### src/rtl/encap_packet.sv
// encap_packet: splits one {addr, data} transfer into a fixed train of link beats.
// Optional ENCAP_BUSY_OUT_EN adds the encap_busy output.
module encap_packet #(
  parameter int DATA_WIDTH             = 1024,
  parameter int ADDR_WIDTH             = 10,
  parameter int DATA_DFX_WIDTH         = DATA_WIDTH + ADDR_WIDTH,
  parameter int RECOGNIZE_ROUTER_WIDTH = 2,
  parameter int NUMBER_PACKET          = 19,
  parameter int TTL_WIDTH              = 2,
  parameter int HEADER_WIDTH           = RECOGNIZE_ROUTER_WIDTH
                                         + $clog2(NUMBER_PACKET)
                                         + TTL_WIDTH,
  parameter int AURORA_DATA_WIDTH      = 64,
  parameter int PAYLOAD_WIDTH          = AURORA_DATA_WIDTH - HEADER_WIDTH
) (
  input  logic                         clk,
  input  logic                         rst,
  input  logic [DATA_WIDTH-1:0]        data_arbiter_send,
  input  logic [ADDR_WIDTH-1:0]        router_dst_addr_send,
  input  logic [HEADER_WIDTH-1:0]      header_pkt_send,
  input  logic                         start_encap_pkt,
  output logic [AURORA_DATA_WIDTH-1:0] data_send,
  output logic                         data_encap_valid,
  output logic                         encap_done
`ifdef ENCAP_BUSY_OUT_EN
  ,
  output logic                         encap_busy
`endif
);

  localparam int SEQ_W = $clog2(NUMBER_PACKET);
  localparam int PAD_W = NUMBER_PACKET * PAYLOAD_WIDTH;
  localparam int RR_W  = RECOGNIZE_ROUTER_WIDTH;
  localparam logic [SEQ_W-1:0] LAST = SEQ_W'(NUMBER_PACKET - 1);

  typedef enum logic {
    IDLE,
    SEND
  } state_t;

  state_t                         state_q, state_d;
  logic [SEQ_W-1:0]               k_q, k_d;
  logic [PAD_W-1:0]               buf_q, buf_d;
  logic [RR_W-1:0]                rec_q, rec_d;
  logic [TTL_WIDTH-1:0]           ttl_q, ttl_d;
  logic [AURORA_DATA_WIDTH-1:0]   data_d;
  logic                           valid_d;
  logic                           done_d;

  // The sequence field of the template is replaced by the beat index.
  logic seq_unused;
  assign seq_unused = ^header_pkt_send[HEADER_WIDTH-RR_W-1:TTL_WIDTH];

  always_ff @(posedge clk) begin
    if (rst) begin
      state_q          <= IDLE;
      k_q              <= '0;
      buf_q            <= '0;
      rec_q            <= '0;
      ttl_q            <= '0;
      data_send        <= '0;
      data_encap_valid <= 1'b0;
      encap_done       <= 1'b0;
    end else begin
      state_q          <= state_d;
      k_q              <= k_d;
      buf_q            <= buf_d;
      rec_q            <= rec_d;
      ttl_q            <= ttl_d;
      data_send        <= data_d;
      data_encap_valid <= valid_d;
      encap_done       <= done_d;
    end
  end

  always_comb begin
    state_d = state_q;
    k_d     = k_q;
    buf_d   = buf_q;
    rec_d   = rec_q;
    ttl_d   = ttl_q;
    data_d  = '0;
    valid_d = 1'b0;
    done_d  = 1'b0;
    unique case (state_q)
      IDLE: begin
        // Last beat is still on the wire here: a start now is dropped.
        if (start_encap_pkt && !data_encap_valid) begin
          state_d = SEND;
          k_d     = '0;
          buf_d   = '0;
          buf_d[DATA_DFX_WIDTH-1:0] = {router_dst_addr_send,
                                       data_arbiter_send};
          rec_d   = header_pkt_send[HEADER_WIDTH-1 -: RR_W];
          ttl_d   = header_pkt_send[TTL_WIDTH-1:0];
        end
      end
      SEND: begin
        data_d  = {rec_q, k_q, ttl_q, buf_q[PAYLOAD_WIDTH-1:0]};
        valid_d = 1'b1;
        done_d  = (k_q == LAST);
        buf_d   = buf_q >> PAYLOAD_WIDTH;
        k_d     = k_q + 1'b1;
        if (k_q == LAST) begin
          state_d = IDLE;
          k_d     = '0;
        end
      end
      default: state_d = IDLE;
    endcase
  end

`ifdef ENCAP_BUSY_OUT_EN
  assign encap_busy = data_encap_valid;
`endif

endmodule

### config.mk
export PLATFORM = sky130hd
export DESIGN_NAME = encap_packet
export DESIGN_NICKNAME = d
export VERILOG_FILES = /design/src/rtl/encap_packet.sv
export SDC_FILE = /design/constraint.sdc
export NUM_CORES = 2
export LEC_CHECK = 0
export CAP_MARGIN = 20
export CORE_AREA = 4 4 432 434
export CTS_BUF_LIST = sky130_fd_sc_hd__clkbuf_8
export CTS_CLUSTER_DIAMETER = 150
export DETAILED_ROUTE_END_ITERATION = 10
export DIE_AREA = 0 0 436 438
export HOLD_SLACK_MARGIN = 0.05
export PLACE_DENSITY = 0.62
export SLEW_MARGIN = 0
export SYNTH_ARGS = -nofsm -noshare
export SYNTH_HDL_FRONTEND = slang
export SYNTH_SLANG_ARGS = --single-unit
### constraint.sdc
create_clock -name clk -period 1.5 [get_ports clk]
set_input_delay 0.15 -clock clk [delete_from_list [all_inputs] [get_ports clk]]
set_output_delay 0.15 -clock clk [all_outputs]
set_load 0.02 [all_outputs]
==> results.yml <==
yosys:
  ys_seq_area_frac: 0.416
  synth-simple-area-share: 0.111
  synth-compound-area-share: 0.226
  synth.distinct_cells: 34
  synth.net_count: 5947
  synth-edff-count: 0
  synth_top_family_by_area: "compound AO/OA/AOI/OAI gates"
  post_synth_inst_count: 4899
  yosys-top-cells-count: "sky130_fd_sc_hd__dfxtp_1 (1,110), sky130_fd_sc_hd__mux2i_1 (980), sky130_fd_sc_hd__nor3_1 (979), sky130_fd_sc_hd__a211oi_2 (870), sky130_fd_sc_hd__clkbuf_1 (196)"
  yosysWarnings: 0
  synth.avg_cell_area_um2: 10.9
  synth_flop_cell: "sky130_fd_sc_hd__dfxtp_1"
  synth.mux.area_fraction: 0.184
  yosys.area_share.adder: 0.000469
  largest_area_contributor_in_the_synthesized_netlist: "sky130_fd_sc_hd__dfxtp_1"
  netlist.area_leader.share: 0.416
  ys_top_cells_by_area: "sky130_fd_sc_hd__dfxtp_1 (42%), sky130_fd_sc_hd__a211oi_2 (20%), sky130_fd_sc_hd__mux2i_1 (18%)"
  synth_most_common_cell: "sky130_fd_sc_hd__dfxtp_1"
  syn-cell-area_um2: 53400
  synth.ff_latch_count: 1110
  asyncSetResetFlopFracSynth: 0
  synthXorXnorAreaFrac: 0
flow_run:
  drv.max_cap_violation_count: 0
layout:
  layout-drive-gt1-share: 0.312
  area_delta_synth_final_pct: 71.7
  nNetsFinal: 8521
timing:
  final-hold-violation-count: 0
  slew-limit-headroom: 0.576
  unrepaired_setup_endpoints_after_global_routing: "yes"
  final_critical_path_setup_slack_ns: -0.300
  fin_crit_ns: 1.80
  report.final.slew_viol_count: 0
  setup-violations-final: 1163
  timing.fmax_mhz: 555
  clock-skew-final_ns: 0.0564
  final_min_period_over_clock_period: 1.20
  whs_ns: 0.148
  tightest_slew_ns: 0.636
global_routing:
  antenna_found_initial: 75
  grt-ovfl-total: 0
  grt_max_degree: 87
  gr-usage-all-layers: 0.240
  grt_first_pass_wirelength_mm: 346
  grt_pass1_vias: 52300
pwr:
  power_per_cell_area_nw_per_um2: 1010
  p_leak_nw: 33.8
  vdd.ir_drop.worst_mv: 0.713
clock_tree:
  clockRootBuffer: "sky130_fd_sc_hd__clkbuf_8"
  cts_buffer_depth: 3
  cts_max_level: 4
  cts_tree: "yes"
  clkSlewWorstSetupHoldPaths_ns: 0.06
  worstSkewPairLatency_ns: 0.98
  cts_sinks: 1110
  cts_inserted_buffers: 201
die:
  placeableCoreArea_um2: 183000
  die_width_um: 436
  die_area_um2: 191000
  ports: 1112
  initial_utilization: 0.292
  die_y_um: 438
  placement_rows: 157
worst_setup_path:
  worst-path-max-fanout: 12
  cp.arrival_ns: 2.63
  crit_path_start_kind: "register"
  critical_path_class: "register to register"
  cp.required_ns: 2.33
  critical_path_endpoint_category: "register"
drt:
  antenna_violating_nets_post_route: 0
  drt-initial-drc-count: 3660
  drt_wl_total_mm: 258
  routed_len_inst_um: 25.5
  via_per_inst: 5.21
  first_pass_iters: 5
  drt_drc_violations_left: 0
  routed-via-count: 52600
place:
  port_buffers: 1106
  place_congestion: 0.904
  half_perimeter_wire_length_of_the_detailed_placement_result_mm: 175
  placement.setup.worst_slack_ns: -0.481
status:
  violations: "setup timing"
  run_status: "finished, violations left"
min_path:
  worst_hold_path_type: "input port to register"
[layout by cell type, fill, tap and decap left out, types with 59 or more instances in the layout]
cell,instances
sky130_fd_sc_hd__a211oi_1,96
sky130_fd_sc_hd__a211oi_2,883
sky130_fd_sc_hd__a21oi_1,59
sky130_fd_sc_hd__and2_1,61
sky130_fd_sc_hd__buf_12,134
sky130_fd_sc_hd__buf_4,470
sky130_fd_sc_hd__buf_6,124
sky130_fd_sc_hd__clkbuf_16,72
sky130_fd_sc_hd__clkbuf_8,254
sky130_fd_sc_hd__clkdlybuf4s50_1,1039
sky130_fd_sc_hd__dfxtp_1,1043
sky130_fd_sc_hd__dfxtp_2,66
sky130_fd_sc_hd__diode_2,82
sky130_fd_sc_hd__dlygate4sd3_1,1022
sky130_fd_sc_hd__inv_1,78
sky130_fd_sc_hd__mux2i_1,818
sky130_fd_sc_hd__mux2i_2,88
sky130_fd_sc_hd__mux2i_4,74
sky130_fd_sc_hd__nand2_1,60
sky130_fd_sc_hd__nor3_1,893
[worst max-delay path: stages (launching register included)]
cell and delay, ns:
sky130_fd_sc_hd__dfxtp_4 0.45, sky130_fd_sc_hd__buf_12 0.18, sky130_fd_sc_hd__buf_4 0.16, sky130_fd_sc_hd__clkbuf_16 0.17
sky130_fd_sc_hd__buf_8 0.17, sky130_fd_sc_hd__mux2i_4 0.27, sky130_fd_sc_hd__buf_4 0.17, sky130_fd_sc_hd__a211oi_2 0.06
[through the flow]
stage	power (W)	cells	TNS (ns)	cell area, um2	utilization
2_1_floorplan	0.0469	4899	0	53400	-
3_3_place_gp	0.0561	8434	-362.07	70500	0.386
3_5_place_dp	0.0565	8434	-392.43	70500	0.386
4_1_cts	0.0901	9871	-98.13	86900	0.476
5_1_grt	0.0961	10100	-198.73	91600	0.502
6_report	0.0928	10100	-142.89	91600	0.502
[power breakdown]
| group | switching [W] | internal, W |
|---|---|---|
| Sequential | 0.00259 | 0.0326 |
| Clock | 0.0140 | 0.0161 |
| Combinational | 0.0128 | 0.0147 |
[flip-flops by register name (all words and copies together), names as in the netlist]
signal / cells
rec_q: 2
data_send: 64
ttl_q: 2
buf_q: 1034
state_q: 1
data_encap_valid: 1
encap_done: 1
k_q: 5
[cells by family (layout without fill, tap and decap cells)]
kind of cell	Yosys count	count (layout)
mux	980	980
buf+inv	584	3319
simple gates	1174	1174
compound gates	1049	1049
fa+ha+maj	2	2
flops	1110	1110
other cells	0	82
[layer usage]
metal	vias to the layer above	GRT usage	share of wire
li1	23900	-	-
met1	25600	0.293	0.40
met2	2332	0.399	0.48
met3	800	0.0425	0.059
met4	4	0.132	0.062
met5	-	0	0.00012
[cell type report]
| class | instances | area, um2 |
|---|---|---|
| antenna | 82 | 205 |
| clock buffer | 254 | 3500 |
| clock inverter | 110 | 687 |
| fill | 15700 | 91000 |
| inverter | 5 | 31.3 |
| multi-input combinational | 3205 | 29800 |
| sequential | 1110 | 22300 |
| tap | 2385 | 2980 |
| timing repair buffer | 2950 | 32200 |
[path summary, 6_finish.rpt]
| check | end | slack (ns) | cells past startpoint | from |
|---|---|---|---|---|
| setup / recovery | buf_q[564]$_SDFFE_PP0P_ | -0.30 | 7 | state_q$_SDFF_PP0_ |
| hold / removal | buf_q[789]$_SDFFE_PP0P_ | 0.15 | 4 | data_arbiter_send[789] |
| setup reg to reg | buf_q[564]$_SDFFE_PP0P_ | -0.30 | 7 | state_q$_SDFF_PP0_ |
| hold reg to reg | data_send[56]$_SDFF_PP0_ | 0.45 | 1 | ttl_q[1]$_SDFFE_PP0P_ |
[repair_timing]
item	CTS	global route
pin swaps	12	97
resized for setup	636	401
setup endpoints to repair	1031	1165
hold endpoints to repair	1110	0
buffers inserted	39	72
gates cloned	19	84
hold buffers	1022	0
No activity file was read; power rests on OpenSTA's default activity.
